### src/rtl/mc_pkg.sv
// Purpose: shared types and encodings for the multicycle controller.
//   state_t      : FSM state register type plus its state constants
//   OP_*         : instr[27:26] instruction class encodings
//   SRCA_/SRCB_/RES_/IMM_* : datapath select encodings
//   ctrl_t       : packed bundle of every control strobe the FSM drives
package mc_pkg;

    typedef logic [3:0] state_t;

    localparam state_t S_FETCH  = 4'd0;
    localparam state_t S_FWAIT  = 4'd1;
    localparam state_t S_DECODE = 4'd2;
    localparam state_t S_MEMADR = 4'd3;
    localparam state_t S_MEMRD  = 4'd4;
    localparam state_t S_MEMWR  = 4'd5;
    localparam state_t S_MEMWB  = 4'd6;
    localparam state_t S_EXECR  = 4'd7;
    localparam state_t S_EXECI  = 4'd8;
    localparam state_t S_ALUWB  = 4'd9;
    localparam state_t S_BRANCH = 4'd10;
    localparam state_t S_FAULT  = 4'd11;

    localparam logic [1:0] OP_DP  = 2'b00;
    localparam logic [1:0] OP_MEM = 2'b01;
    localparam logic [1:0] OP_BR  = 2'b10;
    localparam logic [1:0] OP_ILL = 2'b11;

    localparam logic [1:0] SRCA_RN     = 2'b00;
    localparam logic [1:0] SRCA_PC     = 2'b01;
    localparam logic [1:0] SRCA_ALUOUT = 2'b10;

    localparam logic [1:0] SRCB_RM   = 2'b00;
    localparam logic [1:0] SRCB_IMM  = 2'b01;
    localparam logic [1:0] SRCB_FOUR = 2'b10;

    localparam logic [1:0] RES_ALUOUT = 2'b00;
    localparam logic [1:0] RES_DATA   = 2'b01;
    localparam logic [1:0] RES_ALU    = 2'b10;

    localparam logic [1:0] IMM_8  = 2'b00;
    localparam logic [1:0] IMM_12 = 2'b01;
    localparam logic [1:0] IMM_24 = 2'b10;

    localparam logic [3:0] CMD_TST = 4'b1000;
    localparam logic [3:0] CMD_CMP = 4'b1010;

    typedef struct packed {
        logic       mem_req;
        logic       adrSrc;
        logic       irWrite;
        logic       pcWrite;
        logic       regW;
        logic       memW;
        logic [1:0] aluSrcA;
        logic [1:0] aluSrcB;
        logic [1:0] resultSrc;
        logic       aluOp;
        logic [1:0] immSrc;
        logic [1:0] regSrc;
        logic       fault;
    } ctrl_t;

    // Compare-style commands only set flags; they never write a register.
    function automatic logic writes_rf(input logic [3:0] cmd);
        return !((cmd == CMD_TST) || (cmd == CMD_CMP));
    endfunction

endpackage

### src/rtl/multicycle_ctrl_if.sv
// Purpose: controller <-> datapath/memory bundle.
//   instruction fields op/funct/rd, condEx and mem_ready flow into the controller;
//   mem_req/memW and the datapath selects/enables flow out of it, plus fault.
//   master = controller side, slave = datapath/memory side.
interface multicycle_ctrl_if;

    logic [1:0] op;
    logic [5:0] funct;
    logic [3:0] rd;
    logic       condEx;
    logic       mem_ready;

    logic       mem_req;
    logic       adrSrc;
    logic       irWrite;
    logic       pcWrite;
    logic       regW;
    logic       memW;
    logic [1:0] aluSrcA;
    logic [1:0] aluSrcB;
    logic [1:0] resultSrc;
    logic       aluOp;
    logic [1:0] immSrc;
    logic [1:0] regSrc;
    logic       fault;

    modport master (
        input  op, funct, rd, condEx, mem_ready,
        output mem_req, adrSrc, irWrite, pcWrite, regW, memW,
               aluSrcA, aluSrcB, resultSrc, aluOp, immSrc, regSrc, fault
    );

    modport slave (
        output op, funct, rd, condEx, mem_ready,
        input  mem_req, adrSrc, irWrite, pcWrite, regW, memW,
               aluSrcA, aluSrcB, resultSrc, aluOp, immSrc, regSrc, fault
    );

endinterface

### src/rtl/mem_wait_timer.sv
// Purpose: saturating wait counter shared by every memory wait state.
//   clk, rst_n : clock, async active-low reset
//   clr_i      : zero the count (state entry)
//   en_i       : a wait cycle is in progress (request pending, no ready)
//   timeout_o  : this wait cycle is the last one allowed
module mem_wait_timer #(
    parameter int unsigned MEM_TIMEOUT = 16,
    parameter int unsigned TW          = 8
) (
    input  logic clk,
    input  logic rst_n,
    input  logic clr_i,
    input  logic en_i,
    output logic timeout_o
);

    localparam int unsigned LIMIT = MEM_TIMEOUT - 1;

    logic [TW-1:0] cnt_q, cnt_d;
    logic          at_limit_c;

    assign at_limit_c = (cnt_q == TW'(LIMIT));
    assign timeout_o  = en_i & at_limit_c;

    // Count up while waiting; hold at the limit rather than wrap.
    always_comb begin
        cnt_d = cnt_q;
        if (clr_i) begin
            cnt_d = '0;
        end else if (en_i && !at_limit_c) begin
            cnt_d = cnt_q + TW'(1);
        end
    end

    always_ff @(posedge clk or negedge rst_n) begin
        if (!rst_n) begin
            cnt_q <= '0;
        end else begin
            cnt_q <= cnt_d;
        end
    end

endmodule

### src/rtl/multicycle_ctrl.sv
// Purpose: multicycle control FSM for the shared ARM-subset datapath.
//   clk, rst_n : clock, async active-low reset
//   bus        : multicycle_ctrl_if.master (instruction fields, condEx,
//                mem_ready in; memory request and datapath strobes out)
// Outputs are a decode of the current state; FETCH/FWAIT also look at
// mem_ready, and architectural writes are qualified by condEx.
module multicycle_ctrl
    import mc_pkg::*;
#(
    parameter int unsigned MEM_TIMEOUT = 16,
    parameter int unsigned TW          = 8
) (
    input  logic                clk,
    input  logic                rst_n,
    multicycle_ctrl_if.master   bus
);

    state_t     state_q, state_d;
    ctrl_t      ctrl_c, out_c;
    logic       wait_en_c, timeout_c, tmr_clr_c;
    logic [3:0] cmd_c;
    logic       rd_is_pc_c;

    assign cmd_c      = bus.funct[4:1];
    assign rd_is_pc_c = (bus.rd == 4'd15);

    // Only cycles that are actually stalled on memory count toward timeout.
    assign wait_en_c = ((state_q == S_FWAIT) || (state_q == S_MEMRD) || (state_q == S_MEMWR))
                       && !bus.mem_ready;
    // Any state change restarts the wait budget.
    assign tmr_clr_c = (state_d != state_q);

    mem_wait_timer #(
        .MEM_TIMEOUT (MEM_TIMEOUT),
        .TW          (TW)
    ) u_timer (
        .clk       (clk),
        .rst_n     (rst_n),
        .clr_i     (tmr_clr_c),
        .en_i      (wait_en_c),
        .timeout_o (timeout_c)
    );

    always_ff @(posedge clk or negedge rst_n) begin
        if (!rst_n) begin
            state_q <= S_FETCH;
        end else begin
            state_q <= state_d;
        end
    end

    // Next state and control decode.
    always_comb begin
        state_d = state_q;
        ctrl_c  = '0;
        case (state_q)
            S_FETCH, S_FWAIT: begin
                ctrl_c.mem_req = 1'b1;
                if (bus.mem_ready) begin
                    ctrl_c.irWrite   = 1'b1;
                    ctrl_c.pcWrite   = 1'b1;
                    ctrl_c.aluSrcA   = SRCA_PC;
                    ctrl_c.aluSrcB   = SRCB_FOUR;
                    ctrl_c.resultSrc = RES_ALU;
                    state_d          = S_DECODE;
                end else if (state_q == S_FETCH) begin
                    state_d = S_FWAIT;
                end else if (timeout_c) begin
                    state_d = S_FAULT;
                end
            end
            S_DECODE: begin
                ctrl_c.aluSrcA = SRCA_PC;
                ctrl_c.aluSrcB = SRCB_FOUR;
                case (bus.op)
                    OP_MEM: begin
                        ctrl_c.immSrc = IMM_12;
                        ctrl_c.regSrc = 2'b10;
                    end
                    OP_BR: begin
                        ctrl_c.immSrc = IMM_24;
                        ctrl_c.regSrc = 2'b01;
                    end
                    default: begin
                        ctrl_c.immSrc = IMM_8;
                        ctrl_c.regSrc = 2'b00;
                    end
                endcase
                if (!bus.condEx) begin
                    state_d = S_FETCH;
                end else begin
                    case (bus.op)
                        OP_DP:   state_d = bus.funct[5] ? S_EXECI : S_EXECR;
                        OP_MEM:  state_d = S_MEMADR;
                        OP_BR:   state_d = S_BRANCH;
                        OP_ILL:  state_d = S_FAULT;
                        default: state_d = S_FAULT;
                    endcase
                end
            end
            S_EXECR, S_EXECI: begin
                ctrl_c.aluSrcA = SRCA_RN;
                ctrl_c.aluSrcB = (state_q == S_EXECI) ? SRCB_IMM : SRCB_RM;
                ctrl_c.aluOp   = 1'b1;
                state_d        = S_ALUWB;
            end
            S_ALUWB: begin
                ctrl_c.resultSrc = RES_ALUOUT;
                if (writes_rf(cmd_c)) begin
                    ctrl_c.pcWrite = rd_is_pc_c & bus.condEx;
                    ctrl_c.regW    = !rd_is_pc_c & bus.condEx;
                end
                state_d = S_FETCH;
            end
            S_MEMADR: begin
                ctrl_c.aluSrcA = SRCA_RN;
                ctrl_c.aluSrcB = SRCB_IMM;
                state_d        = bus.funct[0] ? S_MEMRD : S_MEMWR;
            end
            S_MEMRD, S_MEMWR: begin
                ctrl_c.mem_req = 1'b1;
                ctrl_c.adrSrc  = 1'b1;
                ctrl_c.memW    = (state_q == S_MEMWR) & bus.condEx;
                if (bus.mem_ready) begin
                    state_d = (state_q == S_MEMRD) ? S_MEMWB : S_FETCH;
                end else if (timeout_c) begin
                    state_d = S_FAULT;
                end
            end
            S_MEMWB: begin
                ctrl_c.resultSrc = RES_DATA;
                ctrl_c.pcWrite   = rd_is_pc_c & bus.condEx;
                ctrl_c.regW      = !rd_is_pc_c & bus.condEx;
                state_d          = S_FETCH;
            end
            S_BRANCH: begin
                ctrl_c.aluSrcA   = SRCA_ALUOUT;
                ctrl_c.aluSrcB   = SRCB_IMM;
                ctrl_c.immSrc    = IMM_24;
                ctrl_c.resultSrc = RES_ALU;
                ctrl_c.pcWrite   = bus.condEx;
                state_d          = S_FETCH;
            end
            S_FAULT: begin
                ctrl_c.fault = 1'b1;
            end
            default: begin
                state_d = S_FAULT;
            end
        endcase
    end

    // While reset is held every strobe is forced low, so an in-flight
    // request drops together with the asynchronous state reset.
    assign out_c = rst_n ? ctrl_c : '0;

    assign bus.mem_req   = out_c.mem_req;
    assign bus.adrSrc    = out_c.adrSrc;
    assign bus.irWrite   = out_c.irWrite;
    assign bus.pcWrite   = out_c.pcWrite;
    assign bus.regW      = out_c.regW;
    assign bus.memW      = out_c.memW;
    assign bus.aluSrcA   = out_c.aluSrcA;
    assign bus.aluSrcB   = out_c.aluSrcB;
    assign bus.resultSrc = out_c.resultSrc;
    assign bus.aluOp     = out_c.aluOp;
    assign bus.immSrc    = out_c.immSrc;
    assign bus.regSrc    = out_c.regSrc;
    assign bus.fault     = out_c.fault;

endmodule

### src/flat_wrapper.sv
// flat-port wrapper written by rule: the top's interface ports become plain ports
module multicycle_ctrl_flat import mc_pkg::*;
#(
    parameter int unsigned MEM_TIMEOUT = 16,
    parameter int unsigned TW          = 8
)
  (clk, rst_n, bus_op, bus_funct, bus_rd, bus_condEx, bus_mem_ready, bus_mem_req, bus_adrSrc, bus_irWrite, bus_pcWrite, bus_regW, bus_memW, bus_aluSrcA, bus_aluSrcB, bus_resultSrc, bus_aluOp, bus_immSrc, bus_regSrc, bus_fault);
  multicycle_ctrl_if bus_i ();
  input  logic clk;
  input  logic rst_n;
  input wire logic [$bits(bus_i.op)-1:0] bus_op;
  input wire logic [$bits(bus_i.funct)-1:0] bus_funct;
  input wire logic [$bits(bus_i.rd)-1:0] bus_rd;
  input wire logic [$bits(bus_i.condEx)-1:0] bus_condEx;
  input wire logic [$bits(bus_i.mem_ready)-1:0] bus_mem_ready;
  output wire logic [$bits(bus_i.mem_req)-1:0] bus_mem_req;
  output wire logic [$bits(bus_i.adrSrc)-1:0] bus_adrSrc;
  output wire logic [$bits(bus_i.irWrite)-1:0] bus_irWrite;
  output wire logic [$bits(bus_i.pcWrite)-1:0] bus_pcWrite;
  output wire logic [$bits(bus_i.regW)-1:0] bus_regW;
  output wire logic [$bits(bus_i.memW)-1:0] bus_memW;
  output wire logic [$bits(bus_i.aluSrcA)-1:0] bus_aluSrcA;
  output wire logic [$bits(bus_i.aluSrcB)-1:0] bus_aluSrcB;
  output wire logic [$bits(bus_i.resultSrc)-1:0] bus_resultSrc;
  output wire logic [$bits(bus_i.aluOp)-1:0] bus_aluOp;
  output wire logic [$bits(bus_i.immSrc)-1:0] bus_immSrc;
  output wire logic [$bits(bus_i.regSrc)-1:0] bus_regSrc;
  output wire logic [$bits(bus_i.fault)-1:0] bus_fault;
  assign bus_i.op = bus_op;
  assign bus_i.funct = bus_funct;
  assign bus_i.rd = bus_rd;
  assign bus_i.condEx = bus_condEx;
  assign bus_i.mem_ready = bus_mem_ready;
  assign bus_mem_req = bus_i.mem_req;
  assign bus_adrSrc = bus_i.adrSrc;
  assign bus_irWrite = bus_i.irWrite;
  assign bus_pcWrite = bus_i.pcWrite;
  assign bus_regW = bus_i.regW;
  assign bus_memW = bus_i.memW;
  assign bus_aluSrcA = bus_i.aluSrcA;
  assign bus_aluSrcB = bus_i.aluSrcB;
  assign bus_resultSrc = bus_i.resultSrc;
  assign bus_aluOp = bus_i.aluOp;
  assign bus_immSrc = bus_i.immSrc;
  assign bus_regSrc = bus_i.regSrc;
  assign bus_fault = bus_i.fault;
  multicycle_ctrl #(.MEM_TIMEOUT(MEM_TIMEOUT), .TW(TW)) u_core (.clk(clk), .rst_n(rst_n), .bus(bus_i));
endmodule
### config.mk
export PLATFORM = sky130hd
export DESIGN_NAME = multicycle_ctrl_flat
export DESIGN_NICKNAME = d
export VERILOG_FILES = /design/src/rtl/mc_pkg.sv /design/src/rtl/multicycle_ctrl_if.sv /design/src/rtl/mem_wait_timer.sv /design/src/rtl/multicycle_ctrl.sv /design/src/flat_wrapper.sv
export SDC_FILE = /design/constraint.sdc
export NUM_CORES = 1
export LEC_CHECK = 0
export ABC_AREA = 1
export CAP_MARGIN = 20
export CORE_ASPECT_RATIO = 1.2
export CORE_MARGIN = 2
export CORE_UTILIZATION = 35
export CTS_BUF_LIST = sky130_fd_sc_hd__clkbuf_4 sky130_fd_sc_hd__clkbuf_8
export DETAILED_ROUTE_END_ITERATION = 8
export GPL_ROUTABILITY_DRIVEN = 0
export GPL_TIMING_DRIVEN = 0
export PLACE_DENSITY = 0.71
export RECOVER_POWER = 50
export SETUP_SLACK_MARGIN = 0.5
export SLEW_MARGIN = 20
export SYNTH_ARGS = -nofsm -noshare
export SYNTH_HDL_FRONTEND = slang
export SYNTH_SLANG_ARGS = --single-unit
### constraint.sdc
create_clock -name clk -period 2.8 [get_ports clk]
set_input_delay 0.42 -clock clk [delete_from_list [all_inputs] [get_ports clk]]
set_output_delay 0.42 -clock clk [all_outputs]
set_load 0.02 [all_outputs]
Yosys cells after proc, flatten, opt, wreduce, memory -nomap -nowiden --
Index checks and enable logic that the tools add are counted.
Storage, ports and cells: flip-flop bits (word level) 12, input bits 16, output and inout bits 18
Operators by class: add/subtract/negate cells 1, equality and inequality tests 19, multiplexer cells 30, bitwise gates (word level) 4, reductions and logical operators 16
Operators by type and width (count):
- $eq A4 B4 Y1 const B | 7
- $pmux W4 S7 | 1
- $mux W4 | 6
- $pmux W4 S5 | 1
- $mux W18 | 1
- $eq A4 B3 Y1 const B | 4
- $mux W8 | 2
- $pmux W4 S4 | 1
- $add A8 B1 Y8 const B | 1
- $eq A4 B2 Y1 const B | 2
- $eq A8 B4 Y1 const B | 1
- $mux W1 | 8
- $pmux W4 S2 | 1
- $mux W2 | 3
- $pmux W2 S3 | 1
- $reduce_or A2 Y1 | 3
- $mux W5 | 1
- $and A1 B1 Y1 | 4
- $eq A2 B2 Y1 const B | 2
- $eq A4 B1 Y1 const B | 1
- $logic_not A4 Y1 | 1
- $ne A4 B4 Y1 | 1
- $pmux W1 S4 | 1
- $pmux W2 S2 | 1
- 10 further kinds | 15

Depth between registers and ports, before layout --
Gate-level depths: netlist (run 1).
depth after elaboration 11, mapped depth 14, mapped depth without buffers 13

Hierarchy --
A second synthesis (run 1) with hierarchy kept.
Unflattened totals: cells, all modules 185, area, all modules 1118.6 um^2
Modules (own cells, without submodules):
- multicycle_ctrl | instances 1, cells each 117, area an instance 626.9 um^2, sequential area each 100.1 um^2
- mem_wait_timer | instances 1, cells each 68, area an instance 491.7 um^2, sequential area each 200.2 um^2

Least setup slack after synthesis (run 1) --
No wires, ideal clock.
path type reg-to-output, start register u_core.state_q[2], end output bus_aluSrcB[1], arrival 1.657 ns, data required time 2.380 ns, slack 0.723 ns, cell stages (with the launch flop) 10, buffers on the path 2, cell sequence dfrtp_1 buf_6 nor2_1 nand2_1 nor2_1 inv_1 nor2_1 inv_1 nand2_1 buf_4
Between the ends: word-level cells in the longest chain between the ends 4
Ends and longest elaborated chain:
- start: declaration | RTL line multicycle_ctrl.sv:18 | state_t state_q, state_d;
- start signal: assignment | RTL line multicycle_ctrl.sv:48 | state_q <= state_d;
- $eq A4 B3 Y1 (tied with other cells) | RTL line multicycle_ctrl.sv:56 | case (state_q)
- $reduce_or A2 Y1 | RTL line multicycle_ctrl.sv:56
- $pmux W4 S5 * | RTL line multicycle_ctrl.sv:56
- $mux W18 * | RTL line multicycle_ctrl.sv:155 | assign out_c = rst_n ? ctrl_c : '0;
- end: declaration | RTL line flat_wrapper.sv:23 | output wire logic [$bits(bus_i.aluSrcB)-1:0] bus_aluSrcB;
Every way passes the cells marked *; elsewhere a longest branch is shown, timed or not.

Final worst setup path (run 1) --
start input bus_mem_ready, end output bus_aluSrcB[1]
Between the ends: word-level cells in the longest chain between the ends 3
Ends and longest elaborated chain:
- start: declaration | RTL line flat_wrapper.sv:15 | input wire logic [$bits(bus_i.mem_ready)-1:0] bus_mem_ready;
- $mux W5 | RTL line multicycle_ctrl.sv:59 | if (bus.mem_ready) begin
- $pmux W4 S5 | RTL line multicycle_ctrl.sv:56
- $mux W18 | RTL line multicycle_ctrl.sv:155
No other way between the ends.

==> results of run 1 <==
[metal layers]
layer,vias up,GRT usage
met5,-,0
met4,0,0.0640
met3,2,0.0205
met2,23,0.284
met1,521,0.180
li1,610,-
[flip-flops by register name (all words and copies together) (netlist names)]
signal,cells
u_core.state_q,4
u_core.u_timer.cnt_q,8
[worst reg2reg max path, delay by kind of cell, from the launching register on]
kind,cells,cell delay (ns)
and+or+nand+nor,12,1.31
DFF,1,0.37
buffers and inverters,1,0.14
[timing repair]
item | CTS | global route
hold buffers | 2 | 0
pin swaps | 1 | 1
buffers inserted | 0 | 1
setup endpoints to repair | 18 | 8
hold endpoints to repair | 7 | 0
resized for setup | 24 | 9
[final timing paths]
kind	start	slack (ns)	to	depth (start not counted)
hold / removal	u_core.u_timer.cnt_q[7]	0.56	u_core.u_timer.cnt_q[7]	2
setup / recovery	bus_mem_ready	0.54	bus_aluSrcB[1]	9
max in group asynchronous	rst_n	1.68	u_core.state_q[3]	2
hold reg to reg	u_core.u_timer.cnt_q[7]	0.56	u_core.u_timer.cnt_q[7]	2
setup reg to reg	u_core.state_q[1]	0.88	u_core.u_timer.cnt_q[3]	13
min in group asynchronous	rst_n	0.83	u_core.u_timer.cnt_q[0]	2
[cell type report]
cell class	instances	area, µm²	area share
Buffer	3	30.0	0.0199
Clock buffer	4	36.3	0.0241
Inverter	26	98.8	0.0656
Multi-Input combinational cell	130	664	0.441
Sequential cell	12	303	0.201
Tap cell	36	45.0	0.0299
Timing Repair Buffer	35	329	0.218
[power breakdown]
part	switching [mW]	internal, mW
Combinational	0.0171	0.0223
Sequential	0	0.173
Clock	0.0549	0.0789
Total	0.0720	0.274
[through the flow]
stage,utilization,setup WS (ns),hold WS (ns),std cells
floorplan,-,0.723,0.124,171
global placement,0.483,-0.546,0.536,239
detailed placement,0.483,-0.597,0.541,239
CTS,0.498,0.500,0.564,245
global route,0.498,0.392,0.615,246
finish,0.498,0.540,0.561,246
[cells in the final DEF, fill, tap and decap left out, drive strengths merged]
master,Yosys,routed
a21oi,3,3
a31oi,1,1
buf,3,5
clkbuf,0,6
clkdlybuf4s15,0,1
clkdlybuf4s50,0,16
clkinv,1,1
dfrtp,12,12
dlygate4sd2,0,8
dlygate4sd3,0,3
dlymetal6s2s,0,3
ha,1,1
inv,25,25
nand2,52,52
nand3,8,8
nand4,4,4
nor2,35,35
nor3,7,7
nor3b,1,1
o21ai,8,8
o21bai,2,2
o22ai,2,2
or3b,1,1
xor2,5,5
[cells by family after synthesis]
kind of cell / synth area share
XOR/XNOR: 0.0399
AND/OR/NAND/NOR: 0.472
adder cells (fa/ha/maj): 0.0114
flip-flops: 0.273
buffers and inverters: 0.116
AO/OA/AOI/OAI: 0.0877
==> flow_summary.toml, run 1 <==
[setup_path]
worstPathArrival_ns = 1.84
crit_chain = "dlygate4sd3_1, inv_1, nor2_1, inv_1, nor2_1, inv_1, nand2_1, buf_4, clkdlybuf4s15_1"
worst-setup-path-type = "in2out"
cpPeakStageDelay_ns = 0.54
worst_ep_required_time_ns = 2.38
cpMaxStageDelayCell = "dlygate4sd3_1"
path_common_cell = "inv_1"
endpoint_kind = "output port"
critical_path_buf_inv_count = 6
startpoint_type = "input pin"
critical-path-top-delay-family = "buffers and inverters"
critPathMaxFanout = 2

[global_route]
grt_pass1_vias = 1080
grt_use_total = 0.158
grt_pass1_wl_um = 4240
overflow = 0
grt_max_degree = 11
grt_antenna_before_repair = 0

[clock_tree]
clock-sinks = 12
clock-root-buffer = "clkbuf_4"
cts_tree = "done"
clockBufferDepth = 2
htreeDepth = 1
cts_made_buffers = 3
insertion_delay_ns = 0.27
clkTransAtPathRegs_ns = 0.08

[routing]
wl_met2_um = 1340
wl_met1_um = 1180
via_per_inst = 4.70
finalWirelength_um = 2620
highest_layer = "met4"
drtIter0Drc = 21
vias = 1156
wl_met3_um = 75
dr.pass1.iters = 4
drt_drc_violations_left = 0
drtAntennaViolNets = 0
routedWlPerCell_um = 10.6

[timing]
slew_viol_final = 0
fin_crit_ns = 2.26
hold_viol = 0
period_share = 0.807
rsz0062_at_grt = "yes"
finClkSkew_ns = 0.00585
relSlewSlack = 0.763
fmax_mhz = 442
setup_violations = 0
worstMarginPinSlew_ns = 0.352
setup_tns_ns = 0

[final_layout]
fillers = 330
area_growth_pct = 37.1
drive_above_1_share = 0.157
final_nets = 228
fin_area_um2 = 1510
antenna_cells = 0

[placed_design]
portBuffers = 32
placed_area_um2 = 1460
dp_hpwl_um = 2060

[outcome]
status = "finished, final reports clean"

[synthesis]
synth_common_cells = "nand2_1 (47), nor2_1 (26), inv_1 (22)"
synthesis.area_um2 = 1100
synth.net_count = 188
synth_area_per_cell_um2 = 6.42
synthTopCellsByArea = "dfrtp_1 (27%), nand2_1 (16%), nor2_1 (8.9%)"
synth-seq-area-share = 0.273
synth_cells = 171
ys_types = 28
async_flop_share = 1.00
ys.flop_type = "dfrtp_1"
synth.most_common_cell = "nand2_1"
yosys_warnings = 0
yosysTopAreaCellShare = 0.273
yosysTopAreaCell = "dfrtp_1"
synth-seq-cells = 12
synth_edf_count = 0

[pwr]
ir_drop_uv = 209
p_leak_nw = 0.797
power_density_nw_per_um2 = 230
power_uw = 346

[floorplanning]
start_util = 0.363
core-area_um2 = 3030
num_rows = 22
dieArea_um2 = 3600
dieWidth_um = 55.1
io_pins = 34
dieHeight_um = 65.4

[min_path]
hold_path_class = "reg2reg"

[run]
cap_violations = 0
(Power assumes the default switching activity.)
==> inputs of run 2 (changes only) <==
- PLACE_DENSITY: 0.71 -> 0.73
- clock period: 2.8 -> 1.9 ns (I/O delays scaled with it)
==> flow_summary.toml, run 2 (synthesized netlist as in run 1, its figures left out) <==
[outcome]
status = "finished, final reports clean"

[routing]
drt_drc_violations_left = 0
dr.pass1.iters = 4
routedWlPerCell_um = 12.7
via_per_inst = 4.85
drtIter0Drc = 29
vias = 1284
finalWirelength_um = 3380
drtAntennaViolNets = 0

[placed_design]
placed_area_um2 = 1520
portBuffers = 32
dp_hpwl_um = 2140
dp_slack_ns = -1.19

[floorplanning]
start_util = 0.363
dieWidth_um = 55.1
io_pins = 34
dieArea_um2 = 3600
dieHeight_um = 65.4
core-area_um2 = 3030
num_rows = 22

[timing]
rsz0062_at_grt = "yes"
period_share = 0.977
slew_viol_final = 0
worstMarginPinSlew_ns = 0.567
hold_viol = 0
setup_violations = 0
relSlewSlack = 0.620
fin_crit_ns = 1.86
finClkSkew_ns = 0.00482
layout_setup_ws_ns = 0.0441
fmax_mhz = 539

[clock_tree]
insertion_delay_ns = 0.27
clkTransAtPathRegs_ns = 0.08
cts_made_buffers = 3
clockBufferDepth = 2
htreeDepth = 1
cts_tree = "done"
clock-root-buffer = "clkbuf_4"
clock-sinks = 12

[run]
cap_violations = 0

[global_route]
grt_pass1_vias = 1220
grt_max_degree = 13
grt_use_total = 0.194
grt_pass1_wl_um = 5200
grt_antenna_before_repair = 0
overflow = 0

[min_path]
hold_path_class = "reg2reg"

[final_layout]
fin_util = 0.636
top_regs = "u_core.u_timer.cnt_q: 8 flops, u_core.state_q: 4 flops"
final_common_cell = "nand2_1"
drive_above_1_share = 0.498
largest_reg_flops = 8
area_growth_pct = 75.3
largest_register = "u_core.u_timer.cnt_q"
fillers = 251
final_nets = 247
antenna_cells = 0
fin_area_um2 = 1930
final_cell_mix = "nand2_1 (36), buf_4 (21), inv_1 (17)"

[pwr]
p_switching_uw = 117
p_int_uw = 382
seqPwrFrac = 0.511
swShare = 0.235
p_clk_frac = 0.365
p_leak_nw = 0.872
ir_drop_uv = 296
combPwrFrac = 0.124
power_density_nw_per_um2 = 259

[setup_path]
critical_path_buf_inv_count = 5
worst_ep_required_time_ns = 1.62
endpoint_kind = "output port"
path_common_cell = "buf_6"
critPathMaxFanout = 7
cpMaxStageDelayCell = "dfrtp_1"
cpPeakStageDelay_ns = 0.38
worst-setup-path-type = "reg2out"
crit_chain = "buf_6, nor2_4, buf_6, nand3_4, buf_6, nand2_4, buf_6, buf_6"
critical-path-top-delay-family = "buffers and inverters"
startpoint_type = "flop"
worstPathArrival_ns = 1.57
## run 2: layout make-up
class | count | area (µm²) | area share
inverter | 26 | 114 | 0.0591
tap | 36 | 45.0 | 0.0234
clock buffer | 4 | 30.0 | 0.0156
sequential | 12 | 303 | 0.157
timing repair buffer | 54 | 513 | 0.266
multi-input combinational | 130 | 887 | 0.461
buffer | 3 | 33.8 | 0.0175
## run 2: path summary, 6_finish.rpt
check                                        start                 endpoint  slack (ns)  depth (start not counted)
max                              u_core.state_q[2]           bus_aluSrcB[1]        0.04                          8
min                        u_core.u_timer.cnt_q[7]  u_core.u_timer.cnt_q[7]        0.57                          2
max reg2reg                      u_core.state_q[0]  u_core.u_timer.cnt_q[3]        0.16                         12
min reg2reg                u_core.u_timer.cnt_q[7]  u_core.u_timer.cnt_q[7]        0.57                          2
min in group asynchronous                    rst_n  u_core.u_timer.cnt_q[5]        0.61                          2
max in group asynchronous                    rst_n        u_core.state_q[0]        0.88                          2
## run 2: stage by stage
| step | hold WS, ns | cells | power (mW) | TNS (ns) |
|---|---|---|---|---|
| floorplan | -0.0106 | 171 | 0.276 | 0 |
| global placement | 0.537 | 239 | 0.318 | -17.80 |
| detailed placement | 0.544 | 239 | 0.319 | -17.94 |
| CTS | 0.566 | 259 | 0.503 | 0 |
| global route | 0.637 | 265 | 0.521 | -0.0951 |
| finish | 0.570 | 265 | 0.499 | 0 |
## run 2: per-layer routing
layer  share of wire  GRT usage  vias to the layer above
met5               0          0                        -
met4           0.017     0.0793                        0
met2            0.54      0.338                       36
met1            0.40      0.229                      585
met3           0.042     0.0250                        7
li1                -          -                      656
## run 2: repair_timing
item,in CTS,in global routing
gates resized for setup,123,44
setup buffers,15,6
hold buffers,1,0
endpoints found under the hold margin,12,0
setup endpoints to repair,25,28
pin swaps,14,9
gates cloned,0,0
## run 2: power by group through the flow
stage	clock (mW)	combinational (mW)	sequential (mW)
after floorplan	0	0.0156	0.260
after global placement	0	0.0581	0.260
after detailed placement	0	0.0586	0.260
after CTS	0.188	0.0605	0.255
after global routing	0.198	0.0673	0.255
final	0.182	0.0617	0.255
## run 2: worst register-to-register path, stage by stage (launching register included)
cell	delay (ns)
dfrtp_2	0.45
buf_12	0.14
nand2_2	0.10
inv_1	0.08
o21ai_2	0.15
nand2_2	0.10
nor2_4	0.09
nand3_2	0.08
nand2_1	0.07
nand2_1	0.05
nor2_2	0.13
nand2_2	0.11
nor2_1	0.10
